### src/rtl/truth_table_sweeper_pkg.sv
`default_nettype none
// ============================================================================
// Module      : truth_table_sweeper_pkg
// Description : Shared state encoding and sizing helper for the truth-table
//               sweeper and its hold timer.
// Revision    : 1.0 - initial release
// ============================================================================
package truth_table_sweeper_pkg;

  // Sweep controller states.
  typedef enum logic [1:0] {
    ST_IDLE  = 2'd0,
    ST_DRIVE = 2'd1,
    ST_DONE  = 2'd2
  } state_e;

  // Bits needed to count 0..value-1, never less than one so that a
  // single-cycle hold still gets a legal (if constant) counter.
  function automatic int clog2_min1(input int value);
    int w;
    w = 0;
    for (int i = 0; i < 31; i++) begin
      if ((1 << i) < value) begin
        w = i + 1;
      end
    end
    if (w < 1) begin
      w = 1;
    end
    return w;
  endfunction

endpackage : truth_table_sweeper_pkg
`default_nettype wire

### src/rtl/truth_table_sweeper_hold_timer.sv
`default_nettype none
// ============================================================================
// Module      : truth_table_sweeper_hold_timer
// Description : Hold-window counter. Counts 0..HOLD_CYCLES-1 while enabled,
//               wraps to zero after the terminal count, and flags the last
//               cycle of each window.
// Ports       : clk     - clock, rising edge
//               rst_n   - asynchronous active-low reset
//               clr_i   - force the count to zero (has priority over en_i)
//               en_i    - advance the count this cycle
//               tc_o    - count is at HOLD_CYCLES-1 (last cycle of window)
// Revision    : 1.0 - initial release
// ============================================================================
module truth_table_sweeper_hold_timer #(
  parameter int HOLD_CYCLES = 10
) (
  input  logic clk,
  input  logic rst_n,
  input  logic clr_i,
  input  logic en_i,
  output logic tc_o
);
  import truth_table_sweeper_pkg::*;

  localparam int             c_TW       = clog2_min1(HOLD_CYCLES);
  localparam logic [c_TW-1:0] c_LAST_CNT = c_TW'(HOLD_CYCLES - 1);

  logic [c_TW-1:0] cnt_q;
  logic [c_TW-1:0] cnt_d;

  assign tc_o = (cnt_q == c_LAST_CNT);

  always_comb begin
    cnt_d = cnt_q;
    if (clr_i) begin
      cnt_d = '0;
    end else if (en_i) begin
      // Wrap at the terminal count so the next window starts at zero.
      if (tc_o) begin
        cnt_d = '0;
      end else begin
        cnt_d = cnt_q + 1'b1;
      end
    end
  end

  always_ff @(posedge clk or negedge rst_n) begin
    if (!rst_n) begin
      cnt_q <= '0;
    end else begin
      cnt_q <= cnt_d;
    end
  end

endmodule : truth_table_sweeper_hold_timer
`default_nettype wire

### src/rtl/truth_table_sweeper.sv
`default_nettype none
// ============================================================================
// Module      : truth_table_sweeper
// Description : Drives every input combination of a small combinational block
//               in ascending order, holds each for HOLD_CYCLES cycles, samples
//               the block's output in the last cycle of each window and
//               assembles the resulting truth table.
// Ports       : clk         - clock, rising edge
//               rst_n       - asynchronous active-low reset
//               start       - begin a sweep (honoured only when idle)
//               abort       - stop a sweep in progress, back to idle
//               f_in        - output of the block under test
//               vec         - stimulus to the block under test (MSB = "a")
//               sample_stb  - one-cycle pulse following each capture
//               busy        - sweep in progress
//               done        - one-cycle pulse after a complete sweep
//               truth_table - bit i = f_in captured while vec == i
// Revision    : 1.0 - initial release
// ============================================================================
module truth_table_sweeper #(
  parameter int N_IN        = 4,
  parameter int HOLD_CYCLES = 10
) (
  input  logic                 clk,
  input  logic                 rst_n,
  input  logic                 start,
  input  logic                 abort,
  input  logic                 f_in,
  output logic [N_IN-1:0]      vec,
  output logic                 sample_stb,
  output logic                 busy,
  output logic                 done,
  output logic [2**N_IN-1:0]   truth_table
);
  import truth_table_sweeper_pkg::*;

  localparam int              c_NUM_VEC  = 2**N_IN;
  localparam logic [N_IN-1:0] c_LAST_IDX = {N_IN{1'b1}};

  state_e                 state_q, state_d;
  logic [N_IN-1:0]        idx_q, idx_d;
  logic [N_IN-1:0]        vec_q, vec_d;
  logic                   stb_q, stb_d;
  logic                   busy_q, busy_d;
  logic                   done_q, done_d;
  logic [c_NUM_VEC-1:0]   tt_q, tt_d;

  logic                   w_tc;
  logic                   w_capture;

  // The timer is held at zero outside DRIVE, so the first window after a
  // start always begins from a clean count.
  truth_table_sweeper_hold_timer #(
    .HOLD_CYCLES (HOLD_CYCLES)
  ) u_hold_timer (
    .clk   (clk),
    .rst_n (rst_n),
    .clr_i (state_q != ST_DRIVE),
    .en_i  (state_q == ST_DRIVE),
    .tc_o  (w_tc)
  );

  assign w_capture = (state_q == ST_DRIVE) && w_tc;

  // Next-state logic.
  always_comb begin
    state_d = state_q;
    idx_d   = idx_q;
    tt_d    = tt_q;

    case (state_q)
      ST_IDLE: begin
        // Abort beats a simultaneous start.
        if (start && !abort) begin
          state_d = ST_DRIVE;
          idx_d   = '0;
          tt_d    = '0;
        end
      end

      ST_DRIVE: begin
        if (w_capture) begin
          tt_d[idx_q] = f_in;
          if (idx_q == c_LAST_IDX) begin
            state_d = ST_DONE;
          end else begin
            idx_d = idx_q + 1'b1;
          end
        end
        // A capture on the same edge as abort is still kept above; only the
        // state transition is overridden.
        if (abort) begin
          state_d = ST_IDLE;
        end
      end

      ST_DONE: begin
        state_d = ST_IDLE;
      end

      default: begin
        state_d = ST_IDLE;
      end
    endcase
  end

  // Outputs are registered from the next state so they line up with the
  // state they describe.
  always_comb begin
    vec_d  = (state_d == ST_DRIVE) ? idx_d : '0;
    busy_d = (state_d == ST_DRIVE);
    done_d = (state_d == ST_DONE);
    stb_d  = w_capture;
  end

  always_ff @(posedge clk or negedge rst_n) begin
    if (!rst_n) begin
      state_q <= ST_IDLE;
      idx_q   <= '0;
      vec_q   <= '0;
      stb_q   <= 1'b0;
      busy_q  <= 1'b0;
      done_q  <= 1'b0;
      tt_q    <= '0;
    end else begin
      state_q <= state_d;
      idx_q   <= idx_d;
      vec_q   <= vec_d;
      stb_q   <= stb_d;
      busy_q  <= busy_d;
      done_q  <= done_d;
      tt_q    <= tt_d;
    end
  end

  assign vec         = vec_q;
  assign sample_stb  = stb_q;
  assign busy        = busy_q;
  assign done        = done_q;
  assign truth_table = tt_q;

endmodule : truth_table_sweeper
`default_nettype wire

### config.mk
export PLATFORM = sky130hd
export DESIGN_NAME = truth_table_sweeper
export DESIGN_NICKNAME = d
export VERILOG_FILES = /design/src/rtl/truth_table_sweeper_pkg.sv /design/src/rtl/truth_table_sweeper_hold_timer.sv /design/src/rtl/truth_table_sweeper.sv
export SDC_FILE = /design/constraint.sdc
export NUM_CORES = 1
export LEC_CHECK = 0
export ABC_AREA = 1
export CORE_MARGIN = 2
export CORE_UTILIZATION = 45
export DETAILED_ROUTE_END_ITERATION = 7
export DONT_BUFFER_PORTS = 1
export SLEW_MARGIN = 40
export SYNTH_ARGS = -nofsm -noshare
export SYNTH_HDL_FRONTEND = slang
export SYNTH_SLANG_ARGS = --single-unit
### constraint.sdc
create_clock -name clk -period 1.7 [get_ports clk]
set_input_delay 0.17 -clock clk [delete_from_list [all_inputs] [get_ports clk]]
set_output_delay 0.17 -clock clk [all_outputs]
set_load 0.005 [all_outputs]
Word level (Yosys, flattened, before mapping)
Cells that the tools add are included.
{"block": "totals", "n_memories": 0, "reg_bits": 33, "rom_bits": 0, "ramBits": 0, "latchBits": 0, "input_bits": 5}
{"block": "op_classes", "bitwise_logic": 0, "eq_ne": 8, "n_shift": 0, "addsub": 2, "muxes": 19, "multipliers": 0, "div_mod_pow": 0, "magnitude_cmp": 2, "n_reduce_logical": 8}
{"cell": "two-way mux 16 bit", "count": 2}
{"cell": "case mux 16 bit (2 select lines)", "count": 1}
{"cell": "two-way mux 4 bit", "count": 7}
{"cell": "bitwise mux 16 bit", "count": 1}
{"cell": "adder 4 x 1 -> 4 bit, second input constant", "count": 2}
{"cell": "== test 4 bit, second input constant", "count": 2}
{"cell": "two-way mux 2 bit", "count": 4}
{"cell": "case mux 4 bit (2 select lines)", "count": 1}
{"cell": "less-than comparator 4 x 5 -> 1 bit, second input constant", "count": 1}
{"cell": "demux 1 bit (select 4 bit)", "count": 1}
{"cell": "== test 2 x 1 -> 1 bit, second input constant", "count": 2}
{"cell": "greater-or-equal comparator 4 x 1 -> 1 bit, second input constant", "count": 1}
{"cell": "inequality test 2 bit, second input constant", "count": 2}
{"cell": "case mux 2 bit (2 select lines)", "count": 1}
{"cell": "nonzero test 2 bit", "count": 2}
{"cell": "logical AND 1 bit", "count": 3}
{"cell": "AND reduction 3 bit", "count": 1}
{"cell": "== test 2 bit, second input constant", "count": 1}
{"cell": "zero test 2 bit", "count": 1}
{"cell": "inequality test 2 x 1 -> 1 bit, second input constant", "count": 1}
{"cell": "zero test 1 bit", "count": 1}
{"cell": "two-way mux 1 bit", "count": 1}

Logic depth before layout (Yosys ltp)
Gate-level depths: netlist of run 1.
{"block": "depth", "depth_word": 7, "ltp_mapped": 10}

Modules after synthesis
From an unflattened synthesis of run 1, not the netlist that was laid out.
{"block": "hier_totals", "hier_cells": 216, "hier_area_um2": 1690.4}
{"module": "truth_table_sweeper", "seq_area_each_um2": 725.7, "n_inst": 1, "cells_each": 178, "area_each_um2": 1427.6}
{"module": "truth_table_sweeper_hold_timer", "seq_area_each_um2": 100.1, "n_inst": 1, "cells_each": 38, "area_each_um2": 262.8}

Worst setup path before layout of run 1
No wires, ideal clock.
{"block": "synth_timing", "kind": "flip-flop to flip-flop", "startpoint": "register u_hold_timer.cnt_q[1]", "endpoint": "register tt_q[10] (netlist: truth_table[10])", "path_slack_ns": 0.322, "synth_period_minus_slack_ns": 1.378, "arrival_time_ns": 1.261, "path_stages_with_launch": 11, "path_cell_list": "dfrtp_1 inv_1 ha_1 nand2_1 nor2_4 nand2_4 nand2_8 buf_6 o21ai_0 nand2_1 o21ai_2"}
{"block": "synth_via", "elab_chain_len": 4}
{"item": "start, declared", "line": "truth_table_sweeper_hold_timer.sv:28", "source": "logic [c_TW-1:0] cnt_q;"}
{"item": "start signal, assigned", "line": "truth_table_sweeper_hold_timer.sv:51", "source": "cnt_q <= cnt_d;"}
{"item": "== test 4 bit", "line": "truth_table_sweeper_hold_timer.sv:31", "source": "assign tc_o = (cnt_q == c_LAST_CNT);"}
{"item": "logical AND 1 bit", "line": "truth_table_sweeper.sv:63", "source": "assign w_capture = (state_q == ST_DRIVE) && w_tc;"}
{"item": "inequality test 2 bit (no line)"}
{"item": "AND reduction 3 bit (no line)"}
{"item": "end signal, assigned", "line": "truth_table_sweeper.sv:132", "source": "tt_q <= tt_d;"}
{"item": "end, declared", "line": "truth_table_sweeper.sv:46", "source": "logic [c_NUM_VEC-1:0] tt_q, tt_d;"}
Every way passes these cells.
A chain may end at the register's enable or synchronous reset.

Final worst setup path of run 1
{"block": "layout_timing", "startpoint": "register u_hold_timer.cnt_q[1]", "endpoint": "register tt_q[0] (netlist: truth_table[0])"}
The elaborated chain is that of the path after synthesis.

==> results.md, run 1 <==
- Number of diodes: 0
- Post-DR wirelength/cell: 12.39 um
- Final setup skew: 0.005663 ns
- Fmax: 0.6782 GHz
- Worst r2r dst: truth_table[0]$_DFFE_PN0P_
- Setup violations, final: 0
- Pre-CTS setup slack: 0.09260 ns
- DRT Pass-1 Iters: 4
- Final hold vios: 0
- Peak VDD IR: 0.5175 mV
- Routed vias: 1259
- Crit share post-route: 0.8673
- Die ar.: 0.004322 sq mm
- Mapped cell area: 0.001715 sq mm
- Pwr dens: 826.2 mW/mm^2
- Worst-margin pin slew: 0.2488 ns
- Setup_tns: 0 ns
- Synth area leaders: dfrtp_1, nand2_1, inv_1
- Final wirelength: 3210 um
- CP Launch Type: flop
- Initial antenna violation count: 0
- Max-cap violation count: 0
- DRC viols: 0
- Gpl congestion: 0.9323
- Die H: 65.74 um
- Synthesized area per cell: 8.492 sq um
- Fin cells: 259
- Relative slew slack: 0.8341
- Critical-path maximum fanout: 18
- Slowest-stage cell, CP: dfrtp_1
- Num ports: 28
- Area grow syn2layout: 11.38%
- Crit path required time: 1.90 ns
- Max incr delay on CP: 0.39 ns
- Post-synth EDFFs: 0
- Post-route minimum period: 1.474 ns
- CTS HTree Levels: 2
- CP Capture Type: flop
- Share of layout cells above drive strength 1: 0.1611
- Pleak: 0.9020 nW
- Hold endpoint: truth_table[14]$_DFFE_PN0P_
- Total CTS buffers: 5
- CP Data Arrival Time: 1.67 ns
- CTS tree: yes
- Final core utilization: 0.5219
- Sink Count: 33
- First-pass GRT wire length: 5520 um
- Share of the synthesized area in the top cell type: 0.4814
- Fin nets: 221
- Syn Nets: 213
- R2r setup slk: 0.23 ns
- Synth Register Bits: 33
- Vias in the first global route: 1291
- Clock root cell: clkbuf_8
- Pin count of the biggest net entering global routing: 34
- Hold Path Stages: 2
- Synth Instances: 202
- Largest area contributor in the netlist: dfrtp_1
- Min-delay worst type: input pin to flop
- Hold path start: f_in
- Placed cell area: 0.001752 sq mm
- Placed Cells incl. Taps: 247
- Post-layout instance area: 0.001911 sq mm
- Die X: 65.74 um
- Initial core utilization: 0.4686
- Worst-Skew Late Latency: 0.28 ns
- Clock slew at reported path FFs: 0.07 ns
- Warnings, synthesis: 0
- R2R cell count: 8
- Async set or reset register ratio after synthesis: 1.000
- Commonest cells post-synth: nand2_1, dfrtp_1, inv_1, nor2_1, o21ai_0
- Final HPWL DP: 2287 um
- Iteration-0 DRC Markers: 45
- Yosys cell types: 23
- Final hold slack: 0.07334 ns
- Outcome: finished clean
- Antenna Nets Post-Route: 0
- RSZ-0062 raised after global routing: false
- GRT Residual Overflow: 0
- Longest Clk Path Bufs: 2
- FF-to-FF Start: u_hold_timer.cnt_q[1]$_DFF_PN0_
- Seq/Total Area, Yosys: 0.4814
- Crit path kind: flop to flop
- Top_reg_cell synth: dfrtp_1
- Core area: 0.003661 sq mm
- Most frequent cell after synthesis: nand2_1
- GRT Util Overall: 0.1664
- Max-slew violation count: 0
- Worst Slack Setup Final: 0.2255 ns
- CP Cell Sequence: inv_1, ha_1, nand2_1, nor2_4, nand2_4, nand2_8, nand3_4, o21ai_0
- FP Rows: 22
- Port Buf Inserts: 0
- Vias per Instance: 4.861
- Pwr Total: 1.579 mW
[layout by cell type, fill, tap and decap left out, types with 2 or more instances in the layout]
cell           instances
nand3_1                9
nand2_1               45
o21ai_0               19
nand2_4                2
clkbuf_8               7
nand3_4                3
o21ai_2               10
nor2_1                26
inv_1                 32
ha_1                   6
dlygate4sd3_1          2
dfrtp_1               33
nand2_2                2
nor2_2                 2
o21ai_1                2
[per-layer routing]
metal	wire, um	up-vias	track usage
met5	0	-	0
met4	18	0	0.05208
met3	165	2	0.06507
met2	1598	28	0.2778
met1	1427	589	0.1960
li1	-	640	-
[registers in the layout (all words and copies together) (netlist names)]
name / flops
vec: 4
u_hold_timer.cnt_q: 4
state_q: 2
truth_table: 16
idx_q: 4
busy: 1
sample_stb: 1
done: 1
[critical path: cells and delay by family (launching register included)]
| family | cells | cell delay, ns |
|---|---|---|
| buf+inv | 1 | 0.06 |
| simple gates | 5 | 0.58 |
| flops | 1 | 0.39 |
| fa+ha+maj | 1 | 0.17 |
| compound gates | 1 | 0.18 |
[worst max path at each step]
stage	from	cells past startpoint	slack (ns)	endpoint
2_1_floorplan	u_hold_timer.cnt_q[1]$_DFF_PN0_	10	0.32	truth_table[10]$_DFFE_PN0P_
3_3_place_gp	u_hold_timer.cnt_q[1]$_DFF_PN0_	8	0.19	truth_table[3]$_DFFE_PN0P_
3_5_place_dp	u_hold_timer.cnt_q[1]$_DFF_PN0_	8	0.09	truth_table[4]$_DFFE_PN0P_
4_1_cts	u_hold_timer.cnt_q[1]$_DFF_PN0_	8	0.08	truth_table[4]$_DFFE_PN0P_
5_1_grt	u_hold_timer.cnt_q[1]$_DFF_PN0_	8	0.08	truth_table[3]$_DFFE_PN0P_
6_report	u_hold_timer.cnt_q[1]$_DFF_PN0_	8	0.23	truth_table[0]$_DFFE_PN0P_
[kinds of logic (layout without fill, tap and decap cells)]
logic type,count (synthesis),count (layout),share of synthesized area
fa+ha+maj,6,6,0.04376
buf+inv,38,46,0.09555
simple gates,92,93,0.2567
xor+xnor,2,2,0.01021
flops,33,33,0.4814
compound gates,31,31,0.1123
[what timing repair did]
item,in CTS,in global routing
endpoints found under the setup margin,0,6
buffers inserted,0,0
hold endpoints to repair,35,0
hold buffers,3,0
resized for setup,0,3
[power by group]
part / leakage [nW] / switching, mW / internal [mW] / total (mW)
combinational: 0.391 / 0.0896 / 0.0380 / 0.128
clock: 0.0542 / 0.272 / 0.366 / 0.637
sequential: 0.457 / 0.0140 / 0.800 / 0.814
[area by class of cell]
| cell class | instances | area [sq um] |
|---|---|---|
| fillers | 348 | 1750 |
| flip-flops and latches | 33 | 825.8 |
| multi-input cells | 132 | 743.2 |
| inverters | 34 | 132.6 |
| clock buffers | 7 | 96.34 |
| well taps | 48 | 60.06 |
| repair buffers | 4 | 47.55 |
| clock inverters | 1 | 5.005 |
Power figures use the tool's default switching activity.
==> run 2: changes to the inputs <==
- CELL_PAD_IN_SITES_DETAIL_PLACEMENT: default -> 0
- CELL_PAD_IN_SITES_GLOBAL_PLACEMENT: default -> 1
- PLACE_DENSITY_LB_ADDON: default -> 0.1
==> run 2 against run 1 <==
Net effect: maximum frequency shrank 0.58%; utilization is the same; register-to-register slack is essentially flat; cell area is the same; clock skew grew 0.0043 ns; wire length grew 5.2%; sequential power is essentially flat; first-iteration DRC count shrank 2.2%; largest cell class unchanged; critical path depth is the same.
==> results.md, run 2 (synthesis results as in run 1) <==
- CTS tree: yes
- FP Rows: 22
- Gpl congestion: 0.8386
- Post-layout instance area: 0.001911 sq mm
- Hold endpoint: truth_table[7]$_DFFE_PN0P_
- Iteration-0 DRC Markers: 44
- Worst path bufs/invs: 1
- Post-route minimum period: 1.483 ns
- Critical-path maximum fanout: 18
- Final wirelength: 3376 um
- First-pass GRT wire length: 5871 um
- Antenna Nets Post-Route: 0
- Sink Count: 33
- Num ports: 28
- CP Cell Sequence: inv_1, ha_1, nand2_1, nor2_4, nand2_4, nand2_8, nand3_4, o21ai_2
- Pre-CTS setup slack: 0.08964 ns
- Number of diodes: 0
- Switch Pwr: 390.5 uW
- Crit path kind: flop to flop
- Final hold slack: 0.08005 ns
- CP delay by family, top: simple AND/OR/NAND/NOR gates
- Placed cell area: 0.001752 sq mm
- CP Data Arrival Time: 1.69 ns
- Worst r2r dst: truth_table[15]$_DFFE_PN0P_
- Final HPWL DP: 2422 um
- Initial antenna violation count: 0
- Crit path required time: 1.91 ns
- Hold Path Stages: 2
- Port Buf Inserts: 0
- Most frequent cells in the layout: nand2_1, dfrtp_1, inv_1
- Layout fillers: 364
- Fin nets: 221
- Area grow syn2layout: 11.38%
- Worst-Skew Late Latency: 0.29 ns
- Die ar.: 0.004322 sq mm
- Pleak: 0.9020 nW
- Longest Clk Path Bufs: 2
- Worst-margin pin slew: 0.2862 ns
- Multi-input gate area: 743.2 sq um
- Relative slew slack: 0.8092
- FF-to-FF Start: u_hold_timer.cnt_q[1]$_DFF_PN0_
- DRT Pass-1 Iters: 4
- GRT Residual Overflow: 0
- Fmax: 0.6743 GHz
- Combinational share of power: 0.081
- Internal power consumption: 1.203 mW
- Die H: 65.74 um
- Vias per Instance: 4.780
- Slowest-stage cell, CP: dfrtp_1
- CP Launch Type: flop
- Max-cap violation count: 0
- R2r setup slk: 0.22 ns
- DRC viols: 0
- Switching share of power: 0.2450
- Hold path start: f_in
- Post-DR wirelength/cell: 13.03 um
- Final hold vios: 0
- Outcome: finished clean
- Max-slew violation count: 0
- Initial core utilization: 0.4686
- Crit share post-route: 0.8724
- Pwr dens: 834.1 mW/mm^2
- Final setup skew: 0.009961 ns
- Flip-flop count of the largest register after layout: 16
- Core area: 0.003661 sq mm
- Leading cell type in the layout, fill and taps excluded: nand2_1
- Vias in the first global route: 1325
- Clock slew at reported path FFs: 0.07 ns
- Clock root cell: clkbuf_8
- Worst Slack Setup Final: 0.2169 ns
- Die X: 65.74 um
- Total CTS buffers: 5
- R2R cell count: 8
- CTS HTree Levels: 2
- Pin count of the biggest net entering global routing: 34
- Routed vias: 1238
- RSZ-0062 raised after global routing: false
- Setup_tns: 0 ns
- Register area: 825.8 sq um
- CP Capture Type: flop
- Share of layout cells above drive strength 1: 0.1611
- Clk pwr share: 0.409
- Setup violations, final: 0
- Sequential Power Share: 0.510
- Peak VDD IR: 0.4070 mV
- Min-delay worst type: input pin to flop
- GRT Util Overall: 0.1794
- Max incr delay on CP: 0.39 ns
==> run 2: power groups by stage <==
stage                     registers (mW)  clock network, mW  logic (mW)
final                              0.813              0.652       0.129
after global routing               0.816              0.707       0.146
after CTS                          0.813              0.672       0.127
after detailed placement           0.828                  0       0.101
after global placement             0.828                  0       0.100
after floorplan                    0.825                  0      0.0878
==> run 2: what timing repair did <==
action	CTS	global route
hold buffers	3	0
hold endpoints to repair	35	0
resized for setup	0	3
setup endpoints to repair	0	6
buffers inserted	0	0
==> run 2: cell type report <==
| class | count | share of cell area |
|---|---|---|
| inverter | 34 | 0.06942 |
| tap | 48 | 0.03143 |
| clock buffer | 7 | 0.05043 |
| multi-input combinational | 132 | 0.3890 |
| clock inverter | 1 | 0.002620 |
| sequential | 33 | 0.4322 |
| timing repair buffer | 4 | 0.02489 |
==> run 2: routing by layer <==
metal | up-vias | wire (um) | global-route usage | share of wire
li1 | 636 | - | - | -
met3 | 2 | 151 | 0.06507 | 0.045
met4 | 0 | 29 | 0.06250 | 0.0086
met2 | 21 | 1684 | 0.3005 | 0.50
met5 | - | 0 | 0 | 0
met1 | 579 | 1510 | 0.2108 | 0.45
==> run 2: worst max path at each step <==
stage	from	endpoint	depth (start not counted)
final	u_hold_timer.cnt_q[1]$_DFF_PN0_	truth_table[15]$_DFFE_PN0P_	8
after global routing	u_hold_timer.cnt_q[1]$_DFF_PN0_	truth_table[3]$_DFFE_PN0P_	8
after CTS	u_hold_timer.cnt_q[1]$_DFF_PN0_	truth_table[1]$_DFFE_PN0P_	8
after detailed placement	u_hold_timer.cnt_q[1]$_DFF_PN0_	truth_table[1]$_DFFE_PN0P_	8
after global placement	u_hold_timer.cnt_q[1]$_DFF_PN0_	truth_table[3]$_DFFE_PN0P_	8
after floorplan	u_hold_timer.cnt_q[1]$_DFF_PN0_	truth_table[10]$_DFFE_PN0P_	10
==> run 2: metrics by stage <==
| step | instances | util | power (mW) |
|---|---|---|---|
| floorplan | 202 | - | 0.9132 |
| global placement | 247 | 0.4785 | 0.9281 |
| detailed placement | 247 | 0.4785 | 0.9294 |
| CTS | 258 | 0.5171 | 1.612 |
| global route | 259 | 0.5219 | 1.669 |
| finish | 259 | 0.5219 | 1.594 |
